===== config.mk =====
export PLATFORM = sky130hd
export DESIGN_NAME = ddt_pixel_buffer
export DESIGN_NICKNAME = d
export VERILOG_FILES = /design/src/rtl/ddt_pixel_buffer.sv
export SDC_FILE = /design/constraint.sdc
export NUM_CORES = 1
export LEC_CHECK = 0
export CORE_MARGIN = 2
export CORE_UTILIZATION = 60
export DETAILED_ROUTE_END_ITERATION = 10
export PLACE_DENSITY_LB_ADDON = 0.05
export SLEW_MARGIN = 20
export SYNTH_ARGS = -nofsm -noshare
export SYNTH_HDL_FRONTEND = slang
export SYNTH_SLANG_ARGS = --single-unit
export TNS_END_PERCENT = 10

===== constraint.sdc =====
create_clock -name Sys_Clock -period 4.55 [get_ports Sys_Clock]
set_input_delay 0.91 -clock Sys_Clock [delete_from_list [all_inputs] [get_ports Sys_Clock]]
set_output_delay 0.91 -clock Sys_Clock [all_outputs]
set_load 0.01 [all_outputs]

===== src/rtl/ddt_pixel_buffer.sv =====
// ddt_pixel_buffer
//   Single-clock pixel word buffer between the DDT decoder (writer) and the
//   RGB formatter (reader). A command (Start + Mode/Base_Addr/Len) runs either
//   a write burst with Wr_Valid/Wr_Ready handshake or a read burst that issues
//   one word per cycle and delivers it RD_LAT cycles later.
//
// Ports
//   Sys_Clock, Reset          : clock, synchronous active-high reset
//   Start, Mode, Base_Addr,
//   Len                       : command strobe and arguments (sampled when idle)
//   Wr_Valid, Wr_Data,
//   Wr_Ready, Par_Inj         : write beat handshake, parity-flip test hook
//   Rd_Valid, Rd_Data, Par_Err: read stream and per-word parity error
//   Busy, Done, Cmd_Err       : status; Done/Cmd_Err are one-cycle pulses
//
// Build option
//   DDT_BUF_PARITY_EN : adds an even-parity bit per stored word and drives
//                       Par_Err; without it Par_Inj is ignored and Par_Err=0.
//
// Memory contents are intentionally not cleared by Reset.

module ddt_pixel_buffer #(
    parameter int unsigned DATA_W = 27,
    parameter int unsigned DEPTH  = 21,
    parameter int unsigned RD_LAT = 2,
    localparam int unsigned ADDR_W = $clog2(DEPTH)
) (
    input  logic              Sys_Clock,
    input  logic              Reset,
    input  logic              Start,
    input  logic              Mode,
    input  logic [ADDR_W-1:0] Base_Addr,
    input  logic [ADDR_W:0]   Len,
    input  logic              Wr_Valid,
    input  logic [DATA_W-1:0] Wr_Data,
    output logic              Wr_Ready,
    input  logic              Par_Inj,
    output logic              Rd_Valid,
    output logic [DATA_W-1:0] Rd_Data,
    output logic              Par_Err,
    output logic              Busy,
    output logic              Done,
    output logic              Cmd_Err
);

`ifdef DDT_BUF_PARITY_EN
    localparam int unsigned MEM_W = DATA_W + 1;
`else
    localparam int unsigned MEM_W = DATA_W;
`endif

    // Marks the output stage of the read pipeline.
    localparam logic [RD_LAT-1:0] LastMask = RD_LAT'(1) << (RD_LAT - 1);

    typedef enum logic [1:0] {StIdle, StWrite, StRead, StDrain} state_e;

    state_e            r_state;
    logic [ADDR_W-1:0] r_ptr;
    logic [ADDR_W:0]   r_cnt;
    logic              r_busy;
    logic              r_wr_ready;
    logic              r_done;
    logic              r_cmd_err;

    logic [MEM_W-1:0]  r_mem [DEPTH];

    logic [RD_LAT-1:0] r_vld;
    logic [RD_LAT-1:0] r_perr;
    logic [DATA_W-1:0] r_dat [RD_LAT];

    logic              w_wr_fire;
    logic              w_issue;
    logic [ADDR_W-1:0] w_ptr_next;
    logic              w_base_bad;
    logic [MEM_W-1:0]  w_wr_word;
    logic [MEM_W-1:0]  w_rd_word;
    logic              w_rd_perr;
    logic              w_drain_empty;

    assign w_wr_fire  = (r_state == StWrite) && Wr_Valid;
    assign w_issue    = (r_state == StRead);
    assign w_ptr_next = (r_ptr == ADDR_W'(DEPTH - 1)) ? '0 : r_ptr + 1'b1;
    // Widened compare so a power-of-two DEPTH cannot overflow the check.
    assign w_base_bad = {1'b0, Base_Addr} >= (ADDR_W + 1)'(DEPTH);
    assign w_rd_word  = r_mem[r_ptr];
    // Nothing new enters during DRAIN, so once only the output stage can hold
    // a word, the last word is on Rd_Data this cycle.
    assign w_drain_empty = ~|(r_vld & ~LastMask);

`ifdef DDT_BUF_PARITY_EN
    assign w_wr_word = {^Wr_Data ^ Par_Inj, Wr_Data};
    assign w_rd_perr = ^w_rd_word;
    assign Par_Err   = r_perr[RD_LAT-1];
`else
    logic w_unused_par;
    assign w_wr_word    = Wr_Data;
    assign w_rd_perr    = 1'b0;
    assign Par_Err      = 1'b0;
    assign w_unused_par = Par_Inj ^ (^r_perr);
`endif

    assign Wr_Ready = r_wr_ready;
    assign Busy     = r_busy;
    assign Done     = r_done;
    assign Cmd_Err  = r_cmd_err;
    assign Rd_Valid = r_vld[RD_LAT-1];
    assign Rd_Data  = r_dat[RD_LAT-1];

    // Storage: a beat coinciding with Reset is dropped.
    always_ff @(posedge Sys_Clock) begin
        if (!Reset && w_wr_fire) begin
            r_mem[r_ptr] <= w_wr_word;
        end
    end

    // Read pipeline: stage 0 captures the issued word, then shifts toward the
    // output so a word issued in cycle i appears in cycle i+RD_LAT.
    always_ff @(posedge Sys_Clock) begin
        if (Reset) begin
            r_vld  <= '0;
            r_perr <= '0;
            for (int i = 0; i < RD_LAT; i++) begin
                r_dat[i] <= '0;
            end
        end else begin
            for (int i = RD_LAT - 1; i > 0; i--) begin
                r_vld[i]  <= r_vld[i-1];
                r_perr[i] <= r_perr[i-1];
                r_dat[i]  <= r_dat[i-1];
            end
            r_vld[0]  <= w_issue;
            r_perr[0] <= w_issue & w_rd_perr;
            r_dat[0]  <= w_issue ? w_rd_word[DATA_W-1:0] : '0;
        end
    end

    // Command FSM with registered status outputs.
    always_ff @(posedge Sys_Clock) begin
        if (Reset) begin
            r_state    <= StIdle;
            r_ptr      <= '0;
            r_cnt      <= '0;
            r_busy     <= 1'b0;
            r_wr_ready <= 1'b0;
            r_done     <= 1'b0;
            r_cmd_err  <= 1'b0;
        end else begin
            r_done    <= 1'b0;
            r_cmd_err <= 1'b0;
            unique case (r_state)
                StIdle: begin
                    if (Start) begin
                        if (w_base_bad) begin
                            r_cmd_err <= 1'b1;
                        end else if (Len == '0) begin
                            r_done <= 1'b1;
                        end else begin
                            r_ptr  <= Base_Addr;
                            r_cnt  <= Len;
                            r_busy <= 1'b1;
                            if (Mode) begin
                                r_state <= StRead;
                            end else begin
                                r_state    <= StWrite;
                                r_wr_ready <= 1'b1;
                            end
                        end
                    end
                end
                StWrite: begin
                    if (Wr_Valid) begin
                        r_ptr <= w_ptr_next;
                        r_cnt <= r_cnt - 1'b1;
                        if (r_cnt == (ADDR_W + 1)'(1)) begin
                            r_state    <= StIdle;
                            r_busy     <= 1'b0;
                            r_wr_ready <= 1'b0;
                            r_done     <= 1'b1;
                        end
                    end
                end
                StRead: begin
                    r_ptr <= w_ptr_next;
                    r_cnt <= r_cnt - 1'b1;
                    if (r_cnt == (ADDR_W + 1)'(1)) begin
                        r_state <= StDrain;
                    end
                end
                StDrain: begin
                    if (w_drain_empty) begin
                        r_state <= StIdle;
                        r_busy  <= 1'b0;
                        r_done  <= 1'b1;
                    end
                end
                default: r_state <= StIdle;
            endcase
        end
    end

endmodule


==> flow_metrics.tcl <==
set metrics [dict create \
    status "complete, no violations" \
    wl_per_cell_um 27.3 \
    crit_path_start_kind "input port" \
    ant_nets 0 \
    worstMarginPinSlew_ns 1.02 \
    clk_pin_slew_worst_paths_ns 0.06 \
    die_h_um 206 \
    grt_max_degree 54 \
    synth-seq-area-share_pct 76.0 \
    grt_pass1_vias 11800 \
    start_util_pct 61.1 \
    clk_path_buf_depth 3 \
    dp_hpwl_um 27500 \
    grt_pass1_wl_um 75100 \
    port_buffers 74 \
    grt-ovfl-total 0 \
    yosys_warnings 0 \
    htree_levels 3 \
    drive_gt1_share_pct 23.7 \
    drc 0 \
    slew_headroom_pct 31.5 \
    min_from "r_dat[0][9]$_SDFF_PP0_" \
    dpl-instance-area_mm2 0.0259 \
    cts_tree "yes" \
    gp_congestion 0.800 \
    synth_edf_count 567 \
    peakVddDrop_uv 321 \
    first_pass_iters 5 \
    critical_path_class "input port to register" \
    dieArea_mm2 0.0424 \
    final_common_cell "edfxtp_1" \
    p_leak_nw 8.64 \
    finalNetCount 1334 \
    end_kind "register" \
    synth_nets 1243 \
    layout_min_cycle_time_ns 2.93 \
    cts.sinks 645 \
    fmax_ghz 0.341 \
    ys_seq_elements 645 \
    hold_viol_final 0 \
    cts_hold_buf 0 \
    r2r_cells 7 \
    min_path_type "register to register" \
    via_count 11800 \
    worstSkewPairLatency_ns 0.57 \
    totalWireLength_um 50600 \
    syn_area_per_cell_um2 20.6 \
    fin_crit_sh_pct 64.4 \
    cts_resized 0 \
    powerDensity_mw_per_mm2 524 \
    numCtsBuffers 66 \
    synth_cell_types 63 \
    regToRegStartpoint "r_state[1]$_SDFFE_PP0P_" \
    critPathArrivalTime_ns 3.16 \
    rrSetupSlack_ns 1.69 \
    design_area_mm2 0.0280 \
    slew_viol_final 0 \
    clock_skew_ns 0.0111 \
    setup_viol 0 \
    hold_depth 1 \
    die_w_um 206 \
    gr-usage-all-layers_pct 25.0 \
    io_pins 77 \
    syn_inst 1188 \
    cap_violations 0 \
    clock-root-buffer "clkbuf_16" \
    mostFrequentLayoutCells "edfxtp_1 (567), mux4_2 (135), dfxtp_1 (75), clkdlybuf4s50_1 (73), clkbuf_16 (71)" \
    vias_per_cell 6.34 \
    insertedDiodeCount 0 \
    required_ns 4.78 \
    core_area_mm2 0.0400 \
    async_flop_share_pct 0 \
    rsz0062_at_grt "no" \
    crit_fanout 17 \
    rows 73 \
    synthesis.area_mm2 0.0245 \
    timing.rr.end "r_mem[4][14]$_DFFE_PP_" \
    ys.flop_type "edfxtp_1" \
    fin_tns_setup_ns 0 \
    cts_setup_buffers 0 \
    holdPathEnd "r_dat[0][36]$_SDFF_PP0_" \
    antenna_found_initial 0 \
    area_delta_synth_final_pct 14.5 \
    drt_first_iter_violations 1039 \
]
## layout make-up
cell class / instances / area [µm²]
clock buffer: 94 / 1900
tap: 525 / 657
multi-input combinational: 446 / 5470
inverter: 8 / 30.0
fill: 2481 / 12000
timing repair buffer: 112 / 1130
sequential: 645 / 18600
clock inverter: 25 / 200
## kinds of logic after synthesis
logic type	after synthesis	synth area share, %
other	1	0.0153
multiplexers	176	14.2
flip-flops	645	76.0
AND/OR/NAND/NOR	131	2.91
XOR/XNOR	1	0.0358
buffers and inverters	97	2.28
adder cells (fa/ha/maj)	11	0.563
AO/OA/AOI/OAI	126	4.04
## layer usage
metal | share of wire, % | vias up | track usage [%]
met3 | 5.9 | 91 | 4.10
met1 | 43 | 6185 | 36.0
li1 | - | 5065 | -
met2 | 49 | 416 | 40.6
met5 | 0 | - | 0
met4 | 2.2 | 0 | 6.79
## flip-flops by register name (all words and copies together) (netlist names), named ones only
name and flops:
r_mem 567, r_dat 54, r_cnt 6, r_ptr 5, r_state 2, r_vld 2
Busy 1, Cmd_Err 1, Done 1, Wr_Ready 1
## per-stage QoR
step | total power [mW] | util [%] | setup WS, ns | cells | hold slack, ns
final | 14.7 | 70.0 | 1.62 | 1855 | 0.434
after global routing | 15.2 | 70.0 | 1.52 | 1855 | 0.449
after CTS | 14.8 | 70.0 | 1.62 | 1855 | 0.435
after detailed placement | 9.63 | 64.7 | 1.02 | 1736 | 0.422
after global placement | 9.61 | 64.7 | 1.05 | 1736 | 0.418
after floorplan | 8.97 | - | 0.833 | 1188 | 0.414
## worst max path at each step
| stage | depth (start not counted) | from | slack, ns | to |
|---|---|---|---|---|
| after global routing | 6 | Wr_Valid | 1.52 | r_mem[4][14]$_DFFE_PP_ |
| after CTS | 6 | Wr_Valid | 1.62 | r_mem[4][14]$_DFFE_PP_ |
| after floorplan | 3 | Reset | 0.83 | r_mem[20][0]$_DFFE_PP_ |
| final | 6 | Wr_Valid | 1.62 | r_mem[4][14]$_DFFE_PP_ |
| after global placement | 6 | Wr_Valid | 1.05 | r_mem[4][22]$_DFFE_PP_ |
| after detailed placement | 6 | Wr_Valid | 1.02 | r_mem[4][14]$_DFFE_PP_ |
## power breakdown
group / switching (mW) / internal, mW
clock: 2.11 / 3.08
sequential: 0.299 / 6.60
combinational: 1.24 / 1.33
## cells in the mapped netlist, types with 7 or more instances
cell | count | area (µm²)
a32oi_1 | 20 | 175
mux2i_1 | 30 | 300
nor2_1 | 32 | 120
a22oi_1 | 28 | 210
mux4_2 | 135 | 3040
nor2b_1 | 32 | 200
nor3_1 | 9 | 45.0
buf_2 | 22 | 110
mux2_2 | 9 | 101
edfxtp_1 | 567 | 17000
dfxtp_1 | 78 | 1560
ha_1 | 11 | 138
inv_1 | 7 | 26.3
o211ai_1 | 27 | 203
clkbuf_1 | 26 | 97.6
nand2_1 | 27 | 101
a21oi_1 | 11 | 55.1
buf_4 | 36 | 270
## worst max-delay path, stage by stage
cell             delay [ns]
clkdlybuf4s50_1        0.53
nand2_1                0.12
nor2_1                 0.27
nand2_1                0.37
nor2_4                 0.51
buf_4                  0.43
Power figures use the tool's default switching activity.
